`config.mk`:
```
export PLATFORM = sky130hd
export DESIGN_NAME = math_multiplier_booth_radix_4_seq
export DESIGN_NICKNAME = d
export VERILOG_FILES = /design/src/rtl/math_booth_pkg.sv /design/src/rtl/math_multiplier_booth_radix_4_encoder.sv /design/src/rtl/math_multiplier_booth_radix_4_seq.sv
export SDC_FILE = /design/constraint.sdc
export NUM_CORES = 1
export LEC_CHECK = 0
export ABC_AREA = 1
export CORE_AREA = 3 3 100 102
export CTS_CLUSTER_DIAMETER = 60
export CTS_CLUSTER_SIZE = 8
export DETAILED_ROUTE_END_ITERATION = 16
export DIE_AREA = 0 0 103 105
export DONT_BUFFER_PORTS = 1
export PLACE_DENSITY = 0.61
export SLEW_MARGIN = 10
export SYNTH_ARGS = -nofsm -noshare
export SYNTH_HDL_FRONTEND = slang
export SYNTH_SLANG_ARGS = --single-unit
```
`constraint.sdc`:
```
create_clock -name i_clk -period 2.8 [get_ports i_clk]
set_input_delay 0.56 -clock i_clk [delete_from_list [all_inputs] [get_ports i_clk]]
set_output_delay 0.56 -clock i_clk [all_outputs]
set_load 0.02 [all_outputs]
```
`src/rtl/math_booth_pkg.sv`:
```
// Shared types and constants for the sequential radix-4 Booth multiplier.
// Used by the encoder and the top-level sequencer.
package math_booth_pkg;

  typedef enum logic [1:0] {
    IDLE,
    RUN,
    DONE
  } booth_seq_state_t;

  localparam int BOOTH_R4_GROUP_W = 3;

endpackage

```
`src/rtl/math_multiplier_booth_radix_4_encoder.sv`:
```
// Radix-4 Booth encoder: maps a 3-bit group to 0, +-M or +-2M.
// Operands are W bits wide; the partial product is W+1 bits wide.
module math_multiplier_booth_radix_4_encoder
  import math_booth_pkg::*;
#(
  parameter int W = 9
) (
  input  logic [W-1:0]                m_i,
  input  logic [W-1:0]                mneg_i,
  input  logic [BOOTH_R4_GROUP_W-1:0] grp_i,
  output logic [W:0]                  pp_o
);

  logic pos1;
  logic pos2;
  logic neg1;
  logic neg2;

  assign pos1 = (grp_i == 3'b001) || (grp_i == 3'b010);
  assign pos2 = (grp_i == 3'b011);
  assign neg2 = (grp_i == 3'b100);
  assign neg1 = (grp_i == 3'b101) || (grp_i == 3'b110);

  always_comb begin
    pp_o = '0;
    unique case (1'b1)
      pos1:    pp_o = {m_i[W-1], m_i};
      pos2:    pp_o = {m_i, 1'b0};
      neg2:    pp_o = {mneg_i, 1'b0};
      neg1:    pp_o = {mneg_i[W-1], mneg_i};
      default: pp_o = '0;
    endcase
  end

endmodule

```
`src/rtl/math_multiplier_booth_radix_4_seq.sv`:
```
// Iterative signed NxN radix-4 Booth multiplier, one group per clock.
// Define MATH_BOOTH_R4_EARLY_TERM_EN to stop once remaining groups encode 0.
module math_multiplier_booth_radix_4_seq
  import math_booth_pkg::*;
#(
  parameter int N = 8
) (
  input  logic           i_clk,
  input  logic           i_rst,
  input  logic           i_valid,
  output logic           o_ready,
  input  logic [N-1:0]   i_multiplicand,
  input  logic [N-1:0]   i_multiplier,
  output logic           o_valid,
  input  logic           i_ready,
  output logic [2*N-1:0] o_product,
  output logic           o_busy
);

  localparam int W  = N + 1;
  localparam int KW = $clog2(N / 2) + 1;
  localparam logic [KW-1:0] KLAST = KW'(N / 2 - 1);

  booth_seq_state_t state_q, state_d;

  logic [W-1:0]   m_q, m_d;
  logic [W-1:0]   mneg_q, mneg_d;
  logic [W-1:0]   qsr_q, qsr_d;
  logic [2*N-1:0] acc_q, acc_d;
  logic [KW-1:0]  k_q, k_d;

  logic [W-1:0]   m_ext;
  logic [W-1:0]   qsr_sh;
  logic [W:0]     pp;
  logic [2*N-1:0] pp_ext;
  logic           last;

  assign m_ext  = {i_multiplicand[N-1], i_multiplicand};
  assign qsr_sh = {{2{qsr_q[W-1]}}, qsr_q[W-1:2]};
  assign pp_ext = {{(N-2){pp[W]}}, pp};

  math_multiplier_booth_radix_4_encoder #(
    .W (W)
  ) u_enc (
    .m_i    (m_q),
    .mneg_i (mneg_q),
    .grp_i  (qsr_q[BOOTH_R4_GROUP_W-1:0]),
    .pp_o   (pp)
  );

`ifdef MATH_BOOTH_R4_EARLY_TERM_EN
  // Shifted register holds Q[N-1:2k+1] sign-filled; uniform means all zero groups.
  logic rem_eq;
  assign rem_eq = (qsr_sh == '0) || (qsr_sh == '1);
  assign last   = (k_q == KLAST) || rem_eq;
`else
  assign last   = (k_q == KLAST);
`endif

  always_comb begin
    state_d = state_q;
    m_d     = m_q;
    mneg_d  = mneg_q;
    qsr_d   = qsr_q;
    acc_d   = acc_q;
    k_d     = k_q;
    unique case (state_q)
      IDLE: begin
        if (i_valid) begin
          m_d     = m_ext;
          mneg_d  = -m_ext;
          qsr_d   = {i_multiplier, 1'b0};
          acc_d   = '0;
          k_d     = '0;
          state_d = RUN;
        end
      end
      RUN: begin
        acc_d = acc_q + (pp_ext << {k_q, 1'b0});
        qsr_d = qsr_sh;
        k_d   = k_q + 1'b1;
        if (last) state_d = DONE;
      end
      DONE: begin
        if (i_ready) state_d = IDLE;
      end
      default: state_d = IDLE;
    endcase
  end

  always_ff @(posedge i_clk) begin
    if (i_rst) begin
      state_q <= IDLE;
      m_q     <= '0;
      mneg_q  <= '0;
      qsr_q   <= '0;
      acc_q   <= '0;
      k_q     <= '0;
    end else begin
      state_q <= state_d;
      m_q     <= m_d;
      mneg_q  <= mneg_d;
      qsr_q   <= qsr_d;
      acc_q   <= acc_d;
      k_q     <= k_d;
    end
  end

  assign o_ready   = (state_q == IDLE) && !i_rst;
  assign o_valid   = (state_q == DONE);
  assign o_busy    = (state_q != IDLE);
  assign o_product = acc_q;

endmodule
```
After elaboration in Yosys (flattened, before gate mapping)
Index checks and enable logic that the tools add are counted.
- register bits after elaboration: 47
- input port bits: 20
- word-level logic and storage cells: 46
- equality and inequality tests: 12
- multiplexer cells: 11
- bitwise operators: 1
- add/subtract/negate cells: 3
- reduce and logical (&&, ||, !) cells: 11
- shifts and indexed selects: 1
- operator list (kind ; number):
    $pmux W10 S4 ; 1
    $pmux W16 S2 ; 1
    $pmux W9 S2 ; 1
    $add A16 B16 Y16 ; 1
    $mux W16 ; 1
    $shl A16 B4 Y16 ; 1
    $eq A3 B2 Y1 const B ; 3
    $eq A3 B3 Y1 const B ; 3
    $mux W9 ; 1
    $neg A9 Y9 ; 1
    $mux W2 ; 3
    $pmux W2 S3 ; 1
    $pmux W3 S2 ; 1
    $reduce_and A3 Y1 ; 2
    $ne A2 B2 Y1 const B ; 2
    $reduce_and A2 Y1 ; 2
    $reduce_bool A2 Y1 ; 2
    $add A3 B1 Y3 const B ; 1
    $eq A3 B1 Y1 const B ; 1
    $mux W3 ; 1
    $eq A2 B1 Y1 const B ; 1
    $eq A2 B2 Y1 const B ; 1
    $logic_not A2 Y1 ; 1
    $logic_or A1 B1 Y1 ; 2
    4 further kinds ; 4

Depth between registers and ports, before layout
- depth after elaboration: 6
- mapped depth: 25

Modules after synthesis
Synthesis repeated with hierarchy kept, for this count alone.
- cell total of the unflattened synthesis: 554
- area total of the unflattened synthesis: 3553.4 sq um
- modules (own cells, without submodules) (module ; seq. area each (sq um) ; cells an instance ; times used ; area each (sq um)):
    math_multiplier_booth_radix_4_seq ; 920.9 ; 479 ; 1 ; 3105.5
    math_multiplier_booth_radix_4_encoder ; 0.0 ; 75 ; 1 ; 447.9

Least setup slack after synthesis
No wires, ideal clock.
- path type: register to register
- start point: register qsr_q[1]
- end point: register acc_q[14], in the netlist o_product[14]
- path slack: 164 ps
- period minus slack after synthesis: 2636 ps
- setup time: 134 ps
- arrival: 2502 ps
- cell stages (with the launch flop): 25
- cells stage by stage: dfxtp_1 buf_6 nand2_4 nand2_2 nor2_2 nand2_1 o211ai_1 a21oi_2 inv_2 o21ai_2 inv_2 o21ai_2 nor2_1 ha_1 nand2_1 o21ai_0 nand3_1 nand3_1 nand2_1 nand2_1 nand2_1 nand2_1 a21oi_1 o21ai_0 a21oi_1
- longest elaborated chain between the ends: 6
- ends and longest elaborated chain (element ; RTL line ; RTL):
    start, declared ; math_multiplier_booth_radix_4_seq.sv:28 ; logic [W-1:0] qsr_q, qsr_d;
    start signal, assigned ; math_multiplier_booth_radix_4_seq.sv:103 ; qsr_q <= qsr_d;
    $eq A3 B3 Y1, or another cell as far along ; math_multiplier_booth_radix_4_encoder.sv:22 ; assign neg1 = (grp_i == 3'b101) || (grp_i == 3'b110);
    $logic_or A1 B1 Y1, on equally long branches ; math_multiplier_booth_radix_4_encoder.sv:22, math_multiplier_booth_radix_4_encoder.sv:19 ;
    $pmux W10 S4 (*) ; math_multiplier_booth_radix_4_encoder.sv:26 ; unique case (1'b1)
    $shl A16 B4 Y16 (*) ; math_multiplier_booth_radix_4_seq.sv:79 ; acc_d = acc_q + (pp_ext << {k_q, 1'b0});
    $add A16 B16 Y16 (*) ; math_multiplier_booth_radix_4_seq.sv:79 ;
    $pmux W16 S2 (*) ; math_multiplier_booth_radix_4_seq.sv:67 ; unique case (state_q)
    end signal, assigned ; math_multiplier_booth_radix_4_seq.sv:97 ; acc_q <= '0;
    end signal, assigned ; math_multiplier_booth_radix_4_seq.sv:104 ; acc_q <= acc_d;
    end, declared ; math_multiplier_booth_radix_4_seq.sv:29 ; logic [2*N-1:0] acc_q, acc_d;
Every way passes the cells marked *; elsewhere a longest branch is shown, timed or not.
A chain may end at the register's enable or synchronous reset.

Worst setup path in the final report
- start point: register qsr_q[1]
- end point: register acc_q[15], in the netlist o_product[15]
The elaborated chain is that of the path after synthesis.

==> flow_summary_export.csv <==
group,metric,value,unit
synthesis,synth_warnings,0,
setup_path,worstSetupEndpointType,"flip-flop",
pwr,p_clk_share,27.0,%
sta,skew,0.01719,ns
synthesis,asyncSetResetFlopFracSynth,0,%
grt,grt_start_max_net_pins,35,
floorplan,die_w,103,microns
setup_path,critical_path.startpoint,"qsr_q[1]",
synthesis,netlist_instances,492,
grt,via_count_of_the_first_global_routing_pass,3460,
floorplan,floorplan.initialDensity,35.36,%
setup_path,critPathKind,"flip-flop to flip-flop",
synthesis,most_instantiated_flip_flop_cell_in_the_synthesis_netlist,"sky130_fd_sc_hd__dfxtp_1",
pwr,p_per_area,410.6,nW/um^2
cts,ctsLongestPathBuffers,2,
route,first_drt_pass_iteration_count,4,
pwr,internal_portion_of_total_power,0.001144,W
min_path,min_from,"i_rst",
setup_path,worstPathMaxFanout,4,
synthesis,netlist_area,3252,sq um
synthesis,synth.yosys.seq_area_share,28.32,%
pwr,power.share.combinational,31.9,%
sta,report.final.hold_viol_count,0,
synthesis,synth_top_cells_by_area,"sky130_fd_sc_hd__dfxtp_1 28%, sky130_fd_sc_hd__nand2_1 13%, sky130_fd_sc_hd__a21oi_1 8.5%",
floorplan,core_area,9196,sq um
cts,cts_root_buffer,"sky130_fd_sc_hd__clkbuf_8",
grt,overflow_after_grt,0,
pwr,ir_worst_vdd,0.0002170,V
route,drc_errors,0,
placed_design,globalplace.congestion,0.8900,
cts,sink_count,46,
route,routed_via_density,5.329,
setup_path,r2r_end,"o_product[15]",
floorplan,io_pins,39,
run_status,outcome,"complete, but fails checks",
setup_path,regToRegSetupSlack,-0.13,ns
floorplan,fp.dieH,105,microns
setup_path,reg2reg_from,"qsr_q[1]",
route,remaining_antenna_violation_count_after_routing,0,
floorplan,design.die.area,10820,sq um
pwr,power_switching,0.0006688,W
sta,postLayoutSetupSlackWorst,-0.1270,ns
synthesis,synth-seq-cells,46,
cts,htree_num_levels,2,
synthesis,synth_top_area_share,28.32,%
synthesis,yosysTopAreaCell,"sky130_fd_sc_hd__dfxtp_1",
cts,path_clk_slew,0.12,ns
pwr,p_sw_share,36.89,%
placed_design,placed_cell_areas,3745,sq um
route,dr_total_vias,3576,
synthesis,post_synth.cell_area_avg,6.609,sq um
cts,clkLatencyLatePin,0.33,ns
route,first_iter_violations,248,
pwr,seq_power_share,41.1,%
placed_design,hpwlAfterDp,7049,microns
sta,achievable-frequency,0.3416,GHz
setup_path,worst_r2r_path_depth,20,
grt,grt_first_pass_wirelength,15920,microns
synthesis,postSynthNetCount,531,
setup_path,critPathCapture,"o_product[15]",
sta,rsz0062_at_grt,"true",
sta,timing_worst_slew_pin_value,0.5878,ns
final_layout,finalNetCount,598,
setup_path,worst-endpoint-arrival,3.19,ns
synthesis,edff_count_synth,0,
route,routed_wire_length_per_instance,14.91,microns
sta,fin_worst_hold_slack,0.2838,ns
final_layout,post_route_cell_area,4415,sq um
final_layout,drive_above_1_share,34.29,%
sta,final.period_utilization,104.5,%
route,finalWirelength,10010,microns
flow_run,drv.max_cap_violation_count,0,
setup_path,critPathRequiredTime,3.06,ns
final_layout,antenna_cells,0,
setup_path,cp-start-kind,"flip-flop",
synthesis,synth.lib_cells_used.distinct,43,
placed_design,place.port_buffers,0,
grt,grt_usage,18.21,%
sta,setup_tns,-0.4111,ns
final_layout,synth_to_final_area_change,35.78,%
cts,numCtsBuffers,5,
final_layout,final_core_util,48.01,%
pwr,p_total,0.001813,W
grt,initial_antenna_violation_count,0,
run_status,violations,"negative setup slack",
cts,cts_tree,"done",
sta,drv_slew,0,
sta,post-route-min-period,2.927,ns
floorplan,standard_cell_rows,35,
pwr,power_leakage,1.929,nW
min_path,timing.hold.worst.class,"primary input to flip-flop",
sta,max-slew-margin-rel,60.77,%
sta,timing.final.setup_violations,6,
## power groups by stage
stage / logic, W / registers, W / clock network [W]
floorplan: 0.000289 / 0.000743 / 0
global placement: 0.000441 / 0.000758 / 0
detailed placement: 0.000449 / 0.000758 / 0
CTS: 0.000496 / 0.000743 / 0.000497
global route: 0.000633 / 0.000750 / 0.000529
finish: 0.000578 / 0.000744 / 0.000490
## cell families (layout without fill, tap and decap cells)
group	count (synthesis)	after routing	synth area share (%)
and+or+nand+nor	219	219	30.70
xor gates and xnor gates	3	3	0.8082
adders and majority gates	19	19	7.542
buffers and inverters	79	147	10.20
DFF	46	46	28.32
AOI/OAI and AO/OA	126	126	22.43
## what timing repair did
item                                    in CTS  in global routing
hold buffers                                 0                  0
pin swaps                                   26                 49
gates cloned                                 0                  0
buffers inserted                             9                 11
endpoints found under the setup margin      11                 11
resized for setup                           40                 59
## flip-flops by register name, summed over array words and instances, names as in the netlist
name       flops
k_q            3
m_q            8
mneg_q         8
o_product     16
qsr_q          9
state_q        2
## per-layer routing
layer / vias up / routed length, microns / GRT usage (%)
li1: 1797 / - / -
met1: 1675 / 4624 / 24.05
met2: 83 / 4695 / 29.42
met3: 21 / 453 / 3.672
met4: 0 / 233 / 5.735
met5: - / 0 / 0
## layout by cell type (no fill, tap or decap), drive strengths merged
| master | count |
|---|---|
| buf | 83 |
| o22ai | 5 |
| o2111ai | 1 |
| or2 | 5 |
| clkinv | 2 |
| a22oi | 1 |
| inv | 57 |
| xor2 | 3 |
| a31oi | 9 |
| a21o | 1 |
| o21ai | 38 |
| a211oi | 2 |
| nor2 | 45 |
| o21a | 2 |
| a41oi | 1 |
| o211a | 1 |
| nand3 | 29 |
| nor4 | 1 |
| o211ai | 4 |
| nand2 | 118 |
| clkbuf | 5 |
| o221ai | 4 |
| dfxtp | 46 |
| a21oi | 57 |
| nor3 | 2 |
| ha | 18 |
| fa | 1 |
| nand4 | 19 |
## cells in the mapped netlist (5+ instances only)
cell type,count
sky130_fd_sc_hd__o21ai_1,7
sky130_fd_sc_hd__a21oi_1,55
sky130_fd_sc_hd__ha_1,18
sky130_fd_sc_hd__nand3_1,25
sky130_fd_sc_hd__o22ai_1,5
sky130_fd_sc_hd__nor2_1,41
sky130_fd_sc_hd__inv_1,45
sky130_fd_sc_hd__or2_2,5
sky130_fd_sc_hd__buf_2,5
sky130_fd_sc_hd__dfxtp_1,46
sky130_fd_sc_hd__inv_2,9
sky130_fd_sc_hd__clkbuf_1,12
sky130_fd_sc_hd__o21ai_0,27
sky130_fd_sc_hd__a31oi_1,8
sky130_fd_sc_hd__nand2_1,112
sky130_fd_sc_hd__nand4_1,18
## through the flow
step                instances  worst slack, ns
finish                    671          -0.1270
global route              671          -0.2863
CTS                       660          -0.1029
detailed placement        643          -0.4159
global placement          643          -0.2678
floorplan                 492           0.1642
## final cells by class
class | count | area [sq um]
fillers | 896 | 4781
multi-input cells | 367 | 2395
flip-flops and latches | 46 | 928.4
repair buffers | 83 | 638.1
inverters | 56 | 217.7
well taps | 111 | 138.9
clock buffers | 5 | 68.82
clock inverters | 3 | 28.78
## worst min-delay path by stage
stage | end | slack, ns | cells past startpoint
5_1_grt | o_product[5] | 0.27 | 1
3_3_place_gp | qsr_q[6] | 0.45 | 2
2_1_floorplan | mneg_q[1] | 0.44 | 2
4_1_cts | qsr_q[1] | 0.28 | 1
6_report | qsr_q[3] | 0.28 | 1
3_5_place_dp | qsr_q[4] | 0.46 | 2
## critical path, cell delays in order, from the launching register on
cell and delay [ns]:
sky130_fd_sc_hd__dfxtp_4 0.38, sky130_fd_sc_hd__buf_4 0.15, sky130_fd_sc_hd__nor2_8 0.10, sky130_fd_sc_hd__buf_6 0.11, sky130_fd_sc_hd__nor2_1 0.04, sky130_fd_sc_hd__a31oi_2 0.24, sky130_fd_sc_hd__o22ai_2 0.14, sky130_fd_sc_hd__o21ai_2 0.20
sky130_fd_sc_hd__buf_4 0.14, sky130_fd_sc_hd__inv_2 0.02, sky130_fd_sc_hd__nor2_1 0.11, sky130_fd_sc_hd__o22ai_2 0.11, sky130_fd_sc_hd__ha_4 0.32, sky130_fd_sc_hd__nand2_2 0.06, sky130_fd_sc_hd__nor4_2 0.26, sky130_fd_sc_hd__nand2_1 0.08
sky130_fd_sc_hd__nand2_1 0.08, sky130_fd_sc_hd__inv_1 0.04, sky130_fd_sc_hd__nand2_1 0.06, sky130_fd_sc_hd__nand3_2 0.07, sky130_fd_sc_hd__a21oi_2 0.12
Power figures use the tool's default switching activity.
